**config.mk**
```make
export PLATFORM = sky130hd
export DESIGN_NAME = interface_wb
export DESIGN_NICKNAME = d
export VERILOG_FILES = /design/src/rtl/interface_wb_pkg.sv /design/src/rtl/interface_wb_permw.sv /design/src/rtl/interface_wb.sv
export SDC_FILE = /design/constraint.sdc
export NUM_CORES = 1
export LEC_CHECK = 0
export CAP_MARGIN = 20
export CORE_AREA = 2 2 204 206
export DETAILED_ROUTE_END_ITERATION = 10
export DIE_AREA = 0 0 206 208
export GPL_ROUTABILITY_DRIVEN = 0
export GPL_TIMING_DRIVEN = 0
export PLACE_DENSITY_LB_ADDON = 0.08
export SLEW_MARGIN = 20
export SYNTH_ARGS = -nofsm -noshare
export SYNTH_HDL_FRONTEND = slang
export SYNTH_SLANG_ARGS = --single-unit
```
**constraint.sdc**
```tcl
create_clock -name clk -period 4.2 [get_ports clk]
set_input_delay 0.63 -clock clk [delete_from_list [all_inputs] [get_ports clk]]
set_output_delay 0.63 -clock clk [all_outputs]
set_load 0.1 [all_outputs]
```
**src/rtl/interface_wb_pkg.sv**
```systemverilog
// interface_wb_pkg: shared FSM state type, lane count and default lane width
package interface_wb_pkg;
  typedef enum logic [1:0] {IDLE, RUN, DRAIN} state_t;
  localparam int LANES = 4;
  localparam int DEF_DW = 64;
endpackage

```
**src/rtl/interface_wb_permw.sv**
```systemverilog
// interface_wb_permw: combinational inverse lane rotation, q[(i+sel)%4] = d[i]
module interface_wb_permw #(
  parameter int DW = 64
) (
  input  logic [1:0]    sel,
  input  logic [DW-1:0] d0,
  input  logic [DW-1:0] d1,
  input  logic [DW-1:0] d2,
  input  logic [DW-1:0] d3,
  output logic [DW-1:0] q0,
  output logic [DW-1:0] q1,
  output logic [DW-1:0] q2,
  output logic [DW-1:0] q3
);
  assign q0 = sel == 2'd0 ? d0 : sel == 2'd1 ? d3 : sel == 2'd2 ? d2 : d1;
  assign q1 = sel == 2'd0 ? d1 : sel == 2'd1 ? d0 : sel == 2'd2 ? d3 : d2;
  assign q2 = sel == 2'd0 ? d2 : sel == 2'd1 ? d1 : sel == 2'd2 ? d0 : d3;
  assign q3 = sel == 2'd0 ? d3 : sel == 2'd1 ? d2 : sel == 2'd2 ? d1 : d0;
endmodule

```
**src/rtl/interface_wb.sv**
```systemverilog
// interface_wb: frame writer that rotates four lanes per beat into IOBUF or FSC banks.
// Optional sticky ERR output for beats arriving outside a frame: define INTERFACE_WB_ERR_EN.
module interface_wb
  import interface_wb_pkg::*;
#(
  parameter int ADDR_W = 6,
  parameter int DW = DEF_DW
) (
  input  logic              clk,
  input  logic              rst_n,
  input  logic              start,
  input  logic              sel_itr,
  input  logic              valid_in,
  input  logic [DW-1:0]     d0,
  input  logic [DW-1:0]     d1,
  input  logic [DW-1:0]     d2,
  input  logic [DW-1:0]     d3,
  output logic [DW-1:0]     q0,
  output logic [DW-1:0]     q1,
  output logic [DW-1:0]     q2,
  output logic [DW-1:0]     q3,
  output logic [ADDR_W-1:0] addr,
  output logic              we_iobuf,
  output logic              we_fsc,
  output logic              busy,
  output logic              done
`ifdef INTERFACE_WB_ERR_EN
  ,
  output logic              err
`endif
);
  localparam int ND = (ADDR_W + 1) / 2;
  state_t state_q, state_d;
  logic [ADDR_W-1:0] cnt;
  logic dst;
  logic [2*ND-1:0] cnt_p;
  logic [$clog2(LANES)-1:0] sel;
  logic [DW-1:0] p0, p1, p2, p3;
  logic go, acc, last;
  assign go = state_q == IDLE && start;
  assign acc = state_q == RUN && valid_in;
  assign last = acc && &cnt;
  assign busy = state_q != IDLE;
  assign cnt_p = (2*ND)'(cnt);
  // Rotation amount: sum of the beat counter's 2-bit digits, wrapping mod 4
  always_comb begin
    sel = '0;
    for (int i = 0; i < ND; i++) sel = sel + cnt_p[2*i +: 2];
  end
  interface_wb_permw #(.DW(DW)) u_permw (
    .sel(sel), .d0(d0), .d1(d1), .d2(d2), .d3(d3),
    .q0(p0), .q1(p1), .q2(p2), .q3(p3)
  );
  // Next state: DRAIN is the single cycle carrying the last write and DONE
  always_comb state_d = go ? RUN : last ? DRAIN : state_q == DRAIN ? IDLE : state_q;
  // State register, beat counter and destination latched at frame start
  always_ff @(posedge clk or negedge rst_n) begin
    if (!rst_n) begin
      state_q <= IDLE;
      cnt <= '0;
      dst <= 1'b0;
    end else begin
      state_q <= state_d;
      if (go) begin
        cnt <= '0;
        dst <= sel_itr;
      end else if (acc) cnt <= cnt + 1'b1;
    end
  end
  // Output register: data/address hold between accepted beats, strobes pulse
  always_ff @(posedge clk or negedge rst_n) begin
    if (!rst_n) begin
      {q0, q1, q2, q3} <= '0;
      addr <= '0;
      we_iobuf <= 1'b0;
      we_fsc <= 1'b0;
      done <= 1'b0;
    end else begin
      if (acc) begin
        {q0, q1, q2, q3} <= {p0, p1, p2, p3};
        addr <= cnt;
      end
      we_iobuf <= acc && !dst;
      we_fsc <= acc && dst;
      done <= last;
    end
  end
`ifdef INTERFACE_WB_ERR_EN
  // Sticky flag for beats offered while no frame is accepting them
  always_ff @(posedge clk or negedge rst_n) begin
    if (!rst_n) err <= 1'b0;
    else if (valid_in && state_q != RUN) err <= 1'b1;
  end
`endif
endmodule

```
# Word-level counts from Yosys, hierarchy flattened

Cells that the tools add are included.

Eq/ne operators: 4
Muxes and demuxes: 17
Reduce and logical (&&, ||, !) cells: 12
Add/subtract/negate cells: 3

Operators with widths:

| operator                                            | number |
|---|---|
| two-way mux 64 bit                                  | 12 |
| two-way mux 6 bit                                   | 2 |
| adder 6 x 1 -> 6 bit, second input constant         | 1 |
| two-way mux 2 bit                                   | 3 |
| AND reduction 6 bit                                 | 1 |
| logical AND 1 bit                                   | 5 |
| adder 2 bit                                         | 2 |
| equality test 2 x 1 -> 1 bit, second input constant | 2 |
| equality test 2 bit, second input constant          | 2 |
| logical NOT 2 bit                                   | 2 |
| nonzero test 2 bit                                  | 2 |
| nonzero test 3 bit                                  | 1 |
| logical NOT 1 bit                                   | 1 |

Input bits: 261
Register bits after elaboration: 274
Output and inout bits: 266

# Logic depth before layout (Yosys ltp)

Gate-level depths: netlist of run 1.

Depth in word-level cells: 6
Mapped depth: 7
Depth with buffers taken out: 5

# Modules after synthesis

From an unflattened synthesis of run 1, not the netlist that was laid out.

Cell total of the unflattened synthesis: 927
Area total of the unflattened synthesis: 16723.5 µm²

By module, submodules not included:

| module             | cells each | area an instance (µm²) | seq. area each (µm²) | times used |
|---|---|---|---|---|
| interface_wb       | 613        | 10435.0                | 6856.6               | 1 |
| interface_wb_permw | 314        | 6288.5                 | 0.0                  | 1 |

# Worst setup path before layout of run 1

Ideal clock, no wire load.

Path type: register to register
From: register cnt[0]
To: register q1[63]
Arrival: 2.041 ns
Path buffers: 2
Required time: 4.058 ns
Stages on the path, launching flop included: 8
Slack: 2.017 ns
Period minus slack after synthesis: 2.183 ns
Path through: dfrtp_1 -> fa_1 -> xnor2_1 -> xor2_1 -> buf_4 -> buf_6 -> mux2i_1 -> o221ai_1

Longest elaborated chain between the ends: 6

Ends and longest elaborated chain:

| what                            | line                     | text |
|---|---|---|
| from (decl)                     | interface_wb.sv:34       | `logic [ADDR_W-1:0] cnt;` |
| from (signal assigned)          | interface_wb.sv:67       | `end else if (acc) cnt <= cnt + 1'b1;` |
| adder 2 bit * (2 in a row)      | interface_wb.sv:48       | `for (int i = 0; i < ND; i++) sel = sel + cnt_p[2*i +: 2];` |
| equality test 2 bit             | interface_wb_permw.sv:16 | `assign q1 = sel == 2'd0 ? d1 : sel == 2'd1 ? d0 : sel == 2'd2 ? d3 : d2;` |
| two-way mux 64 bit (2 in a row) | interface_wb_permw.sv:16 |  |
| two-way mux 64 bit *            | interface_wb_permw.sv:16 |  |
| to (signal assigned)            | interface_wb.sv:80       | `{q0, q1, q2, q3} <= {p0, p1, p2, p3};` |
| to (decl)                       | interface_wb.sv:19       | `output logic [DW-1:0] q1,` |

Mark *: on every way between the ends. The rest lies on a longest branch, timed or not.
A chain may end at the register's enable or synchronous reset.

# Final worst setup path of run 1

From: register state_q[0]
To: output busy

Longest elaborated chain between the ends: 1

Ends and longest elaborated chain:

| what                   | line               | text |
|---|---|---|
| from (decl)            | interface_wb.sv:33 | `state_t state_q, state_d;` |
| from (signal assigned) | interface_wb.sv:63 | `state_q <= state_d;` |
| nonzero test 2 bit     | interface_wb.sv:43 | `assign busy = state_q != IDLE;` |
| to (decl)              | interface_wb.sv:25 | `output logic busy,` |

No other way between the ends.

==> impl_metrics.toml, run 1 <==
[floorplanning]
rows = 74
core_area_sq_um = 40550
dieArea_sq_um = 42850
dieHeight_microns = 208
initial_core_util_pct = 33.34
boundaryPins = 527
dieWidth_microns = 206

[setup_path]
slowest_stage = "clkdlybuf4s50_1"
endpoint_kind = "output pin"
crit_path_max_fanout = 5
cp-start-kind = "flop"
cpPeakStageDelay_ns = 0.99
critPathKind = "reg2out"
crit_family = "buffers and inverters"
worst-path-buf-inv = 1
crit_chain = "or2_2 > clkdlybuf4s50_1"
critPathArrivalTime_ns = 2.29
reg2reg_setup_slack_ns = 1.30
worstPathRequired_ns = 3.57

[detailed_routing]
ant_nets = 0
drt_pass1_iterations = 5
vias = 13210
avgRoutedWirePerCell_microns = 27.04
via_per_inst = 5.652
drcViolationCount = 0
wl_microns = 63190
drt_iter0_drc = 747

[timing]
setup_viol = 0
hold_viol_final = 0
rsz0062_at_grt = "false"
fin_hold_ws_ns = 0.4342
drv_slew = 0
clock_skew_ns = 0.01302
maxSlewHeadroom_pct = 25.75
max_freq_ghz = 0.3423
tightest_slew_ns = 1.110
min_period_ns = 2.921
min_period_over_period_pct = 69.55

[outcome]
status = "completed"

[clock_network]
clk-insertion-delay-late_ns = 0.58
htree_levels = 1
cts_num_sinks = 274
root_buffer = "clkbuf_16"
cts_made_buffers = 31
clock_path_buffers = 3
clk_pin_slew_worst_paths_ns = 0.06
cts_tree = "built"

[layout]
final_common_cell = "clkdlybuf4s50_1"
drive_above_1_share_pct = 4.725
area_growth_pct = 52.66
final_nets = 2040
final_cell_mix = "clkdlybuf4s50_1 (525), nand2_1 (281), dfrtp_1 (274), mux2i_1 (256), o221ai_1 (256)"

[global_routing]
use_met3_pct = 6.156
grt_max_degree = 92
grt_use_total_pct = 28.72
use_met2_pct = 47.65
grt_overflow = 0
grt_pass1_wl_microns = 92200
grt_pass1_vias = 13910
grtUsageMet1_pct = 36.42
antenna_found_initial = 7
grt_busiest_layer = "met2"

[synth]
syn_nets = 1477
synth_area_sq_um = 13520
synthCells = 1214
synth_warnings = 0
synth_cell_types = 26
avgSynthCellArea_sq_um = 11.14
ys_seq_elements = 274
yosysSeqAreaShare_pct = 50.71

[hold_path]
hp-class = "reg2reg"

[placement]
dp_hpwl_microns = 45710
portBuffers = 526

[job]
maxCapViolations = 0
==> routing by layer <==
metal / vias up / share of wire (%)
met5: - / 0.022
met1: 6664 / 40
met2: 628 / 48
met4: 2 / 3.8
met3: 132 / 8.3
li1: 5782 / -
==> cell type report <==
cell class / instances / area [sq um]
Inverter: 2 / 7.507
Buffer: 114 / 575.6
Clock buffer: 42 / 887.1
Tap cell: 532 / 665.6
Sequential cell: 274 / 6857
Clock inverter: 13 / 190.2
Fill cell: 3708 / 19910
Timing Repair Buffer: 530 / 5363
Multi-Input combinational cell: 824 / 6082
Antenna cell: 6 / 15.01
==> cell usage after synthesis <==
cell / count / share of area [%]
a21o_1: 1 / 0.056
a21oi_1: 1 / 0.037
and2_1: 1 / 0.046
and3_1: 1 / 0.046
and3b_1: 1 / 0.065
buf_1: 1 / 0.028
buf_2: 1 / 0.037
buf_4: 15 / 0.83
buf_6: 12 / 1.0
clkbuf_1: 85 / 2.4
dfrtp_1: 274 / 51
fa_1: 1 / 0.15
ha_1: 1 / 0.093
inv_1: 2 / 0.056
mux2_2: 1 / 0.083
mux2i_1: 256 / 19
nand2_1: 281 / 7.8
nand2b_1: 1 / 0.046
nand3_1: 2 / 0.074
nand3b_1: 1 / 0.056
nand4_1: 1 / 0.046
nor2_1: 8 / 0.22
o221ai_1: 256 / 17
or2_2: 1 / 0.046
xnor2_1: 4 / 0.26
xor2_1: 5 / 0.32
==> through the flow <==
step | std cells | area, sq um | TNS [ns] | setup slack, ns | util [%]
3_5_place_dp | 2275 | 19540 | 0 | 1.065 | 48.18
5_1_grt | 2337 | 20640 | 0 | 1.159 | 50.90
6_report | 2337 | 20640 | 0 | 1.279 | 50.90
2_1_floorplan | 1214 | 13520 | 0 | 2.017 | -
3_3_place_gp | 2272 | 19450 | -2761.21 | -10.12 | 47.97
4_1_cts | 2331 | 20630 | 0 | 1.232 | 50.86
==> worst register-to-register path: cells and delay by family, from the launching register on <==
family                   cells  cell delay, ns
flip-flops                   1            0.46
buffers and inverters        2            1.31
AND/OR/NAND/NOR              1            0.17
adder cells (fa/ha/maj)      1            0.60
AO/OA/AOI/OAI                1            0.21
==> final timing paths <==
check                      cells after the start                   start                 end
min in group asynchronous                      2                   rst_n  q2[23]$_DFFE_PN0P_
max reg2reg                                    5      cnt[0]$_DFFE_PN0P_  q2[61]$_DFFE_PN0P_
min reg2reg                                    1         dst$_DFFE_PN0N_  we_iobuf$_DFF_PN0_
min                                            1         dst$_DFFE_PN0N_  we_iobuf$_DFF_PN0_
max in group asynchronous                      4                   rst_n   q2[9]$_DFFE_PN0P_
max                                            2  state_q[0]$_DFFE_PN0P_                busy
==> sequential cells by signal, summed over array words and instances (netlist names) <==
register	count
q0	64
q1	64
q2	64
q3	64
addr	6
cnt	6
state_q	2
done	1
dst	1
we_fsc	1
we_iobuf	1
==> timing repair <==
item	4_1_cts	5_1_grt
hold buffers	1	0
setup buffers	0	0
resized for setup	0	0
hold endpoints to repair	8	0
==> cell families after synthesis <==
| family | after synthesis | synth area share (%) |
|---|---|---|
| fa+ha+maj | 2 | 0.2406 |
| buf+inv | 116 | 4.312 |
| compound gates | 258 | 16.67 |
| flops | 274 | 50.71 |
| simple gates | 298 | 8.448 |
| mux | 257 | 19.03 |
| xor+xnor | 9 | 0.5829 |
Power of run 1 is not shown: default switching activity piles up to over one toggle a cycle in this logic, so the estimate is an artifact.
==> run 2, diff against run 1 <==
Settings changed: CORE_AREA 2 2 204 206 to 2 2 207 209, DIE_AREA 0 0 206 208 to 0 0 209 211.
Clock period 4.2 ns to 3.1 ns, I/O delays scaled along.
==> run 2 against run 1 <==
Cell count about the same. Die area increased by 2.9%. Global-route usage decreased by 0.43 points. Clock-buffer cell count increased by 4. Critical path type is now reg2reg. Via count increased by 0.19%. Cell area decreased by 0.83%.
==> impl_metrics.toml, run 2 (same netlist as run 1, synthesis figures left out) <==
[floorplanning]
initial_core_util_pct = 32.38
rows = 75
core_area_sq_um = 41760
dieArea_sq_um = 44100
dieHeight_microns = 211
boundaryPins = 527
dieWidth_microns = 209

[timing]
fin_hold_ws_ns = 0.4173
setup_viol = 0
timing.setup.tns_ns = 0
min_period_ns = 2.883
min_period_over_period_pct = 93.01
max_freq_ghz = 0.3468
clock_skew_ns = 0.01012
drv_slew = 0
maxSlewHeadroom_pct = 22.72
tightest_slew_ns = 1.156
rsz0062_at_grt = "false"
hold_viol_final = 0

[detailed_routing]
drt_iter0_drc = 924
wl_microns = 63970
drcViolationCount = 0
drt_pass1_iterations = 5
vias = 13230
avgRoutedWirePerCell_microns = 27.40
via_per_inst = 5.667
ant_nets = 0

[setup_path]
crit_path_max_fanout = 10
crit_family = "buffers and inverters"
endpoint_kind = "flop"
critPathArrivalTime_ns = 3.29
crit_top_cell = "clkbuf_1"
cpPeakStageDelay_ns = 0.62
critPathKind = "reg2reg"
crit_chain = "fa_1 > nand2b_1 > clkbuf_1 > clkbuf_1 > o221ai_1"
slowest_stage = "clkbuf_1"
cp-start-kind = "flop"
worstPathRequired_ns = 3.50
worst-path-buf-inv = 2

[clock_network]
clk_pin_slew_worst_paths_ns = 0.06
cts_tree = "built"
clock_path_buffers = 3
cts_made_buffers = 31
root_buffer = "clkbuf_16"
cts_num_sinks = 274
htree_levels = 1
post_cts.repair.setup_buffers = 0
clk-insertion-delay-late_ns = 0.57

[global_routing]
grt_pass1_vias = 13840
grt_pass1_wl_microns = 93250
grt_max_degree = 92
antenna_found_initial = 3
grt_use_total_pct = 28.28
grt_overflow = 0

[placement]
portBuffers = 526
dp_hpwl_microns = 46430
placedCellCount = 2282

[layout]
area_growth_pct = 51.39
utilization_pct = 49.02
final_cells = 2335
final_cell_mix = "clkdlybuf4s50_1 (525), nand2_1 (281), dfrtp_1 (274), mux2i_1 (256), o221ai_1 (256)"
final_common_cell = "clkdlybuf4s50_1"
final_nets = 2040
drive_above_1_share_pct = 4.236

[outcome]
status = "completed"

[hold_path]
hp-class = "in2async"

[job]
maxCapViolations = 0
## run 2: layout make-up
class	count	area (sq um)
clock buffer	46	882.1
sequential	274	6857
tap	539	674.4
clock inverter	4	22.52
antenna	2	5.005
fill	3795	21290
multi-input combinational	824	6082
timing repair buffer	530	5363
buffer	114	578.1
inverter	2	7.507
## run 2: per-stage QoR
step	cell area, sq um	setup WS, ns
floorplan	13520	0.9169
global placement	19460	-11.18
detailed placement	19550	0.06577
CTS	20460	0.1318
global route	20470	0.01842
finish	20470	0.2166
## run 2: what timing repair did
item / CTS / global route
setup endpoints to repair: 0 / 33
hold buffers: 1 / 0
endpoints found under the hold margin: 51 / 0
resized for setup: 0 / 5
## run 2: final timing paths
path                                            to  slack (ns)  depth (start not counted)          startpoint
worst max-delay path             q0[4]$_DFFE_PN0P_        0.22                          5  cnt[0]$_DFFE_PN0P_
worst min-delay path            q2[24]$_DFFE_PN0P_        0.42                          2               rst_n
min in group clk                we_iobuf$_DFF_PN0_        0.45                          1     dst$_DFFE_PN0N_
worst min register to register  we_iobuf$_DFF_PN0_        0.45                          1     dst$_DFFE_PN0N_
max in group asynchronous       q2[57]$_DFFE_PN0P_        1.59                          4               rst_n
worst max register to register   q0[4]$_DFFE_PN0P_        0.22                          5  cnt[0]$_DFFE_PN0P_
## run 2: worst register-to-register path: stages, from the launching register on
cell	delay (ns)
dfrtp_1	0.45
fa_1	0.59
nand2b_1	0.20
clkbuf_1	0.60
clkbuf_1	0.63
o221ai_1	0.25
## run 2: layer usage
layer / global-route usage (%) / up-vias / part of all wire [%]
met1: 36.48 / 6735 / 41
met3: 6.423 / 97 / 8.2
met5: 0 / - / 0.017
met2: 47.07 / 640 / 48
met4: 9.335 / 2 / 3.0
li1: - / 5759 / -
Power of run 2 is left out for the same reason.
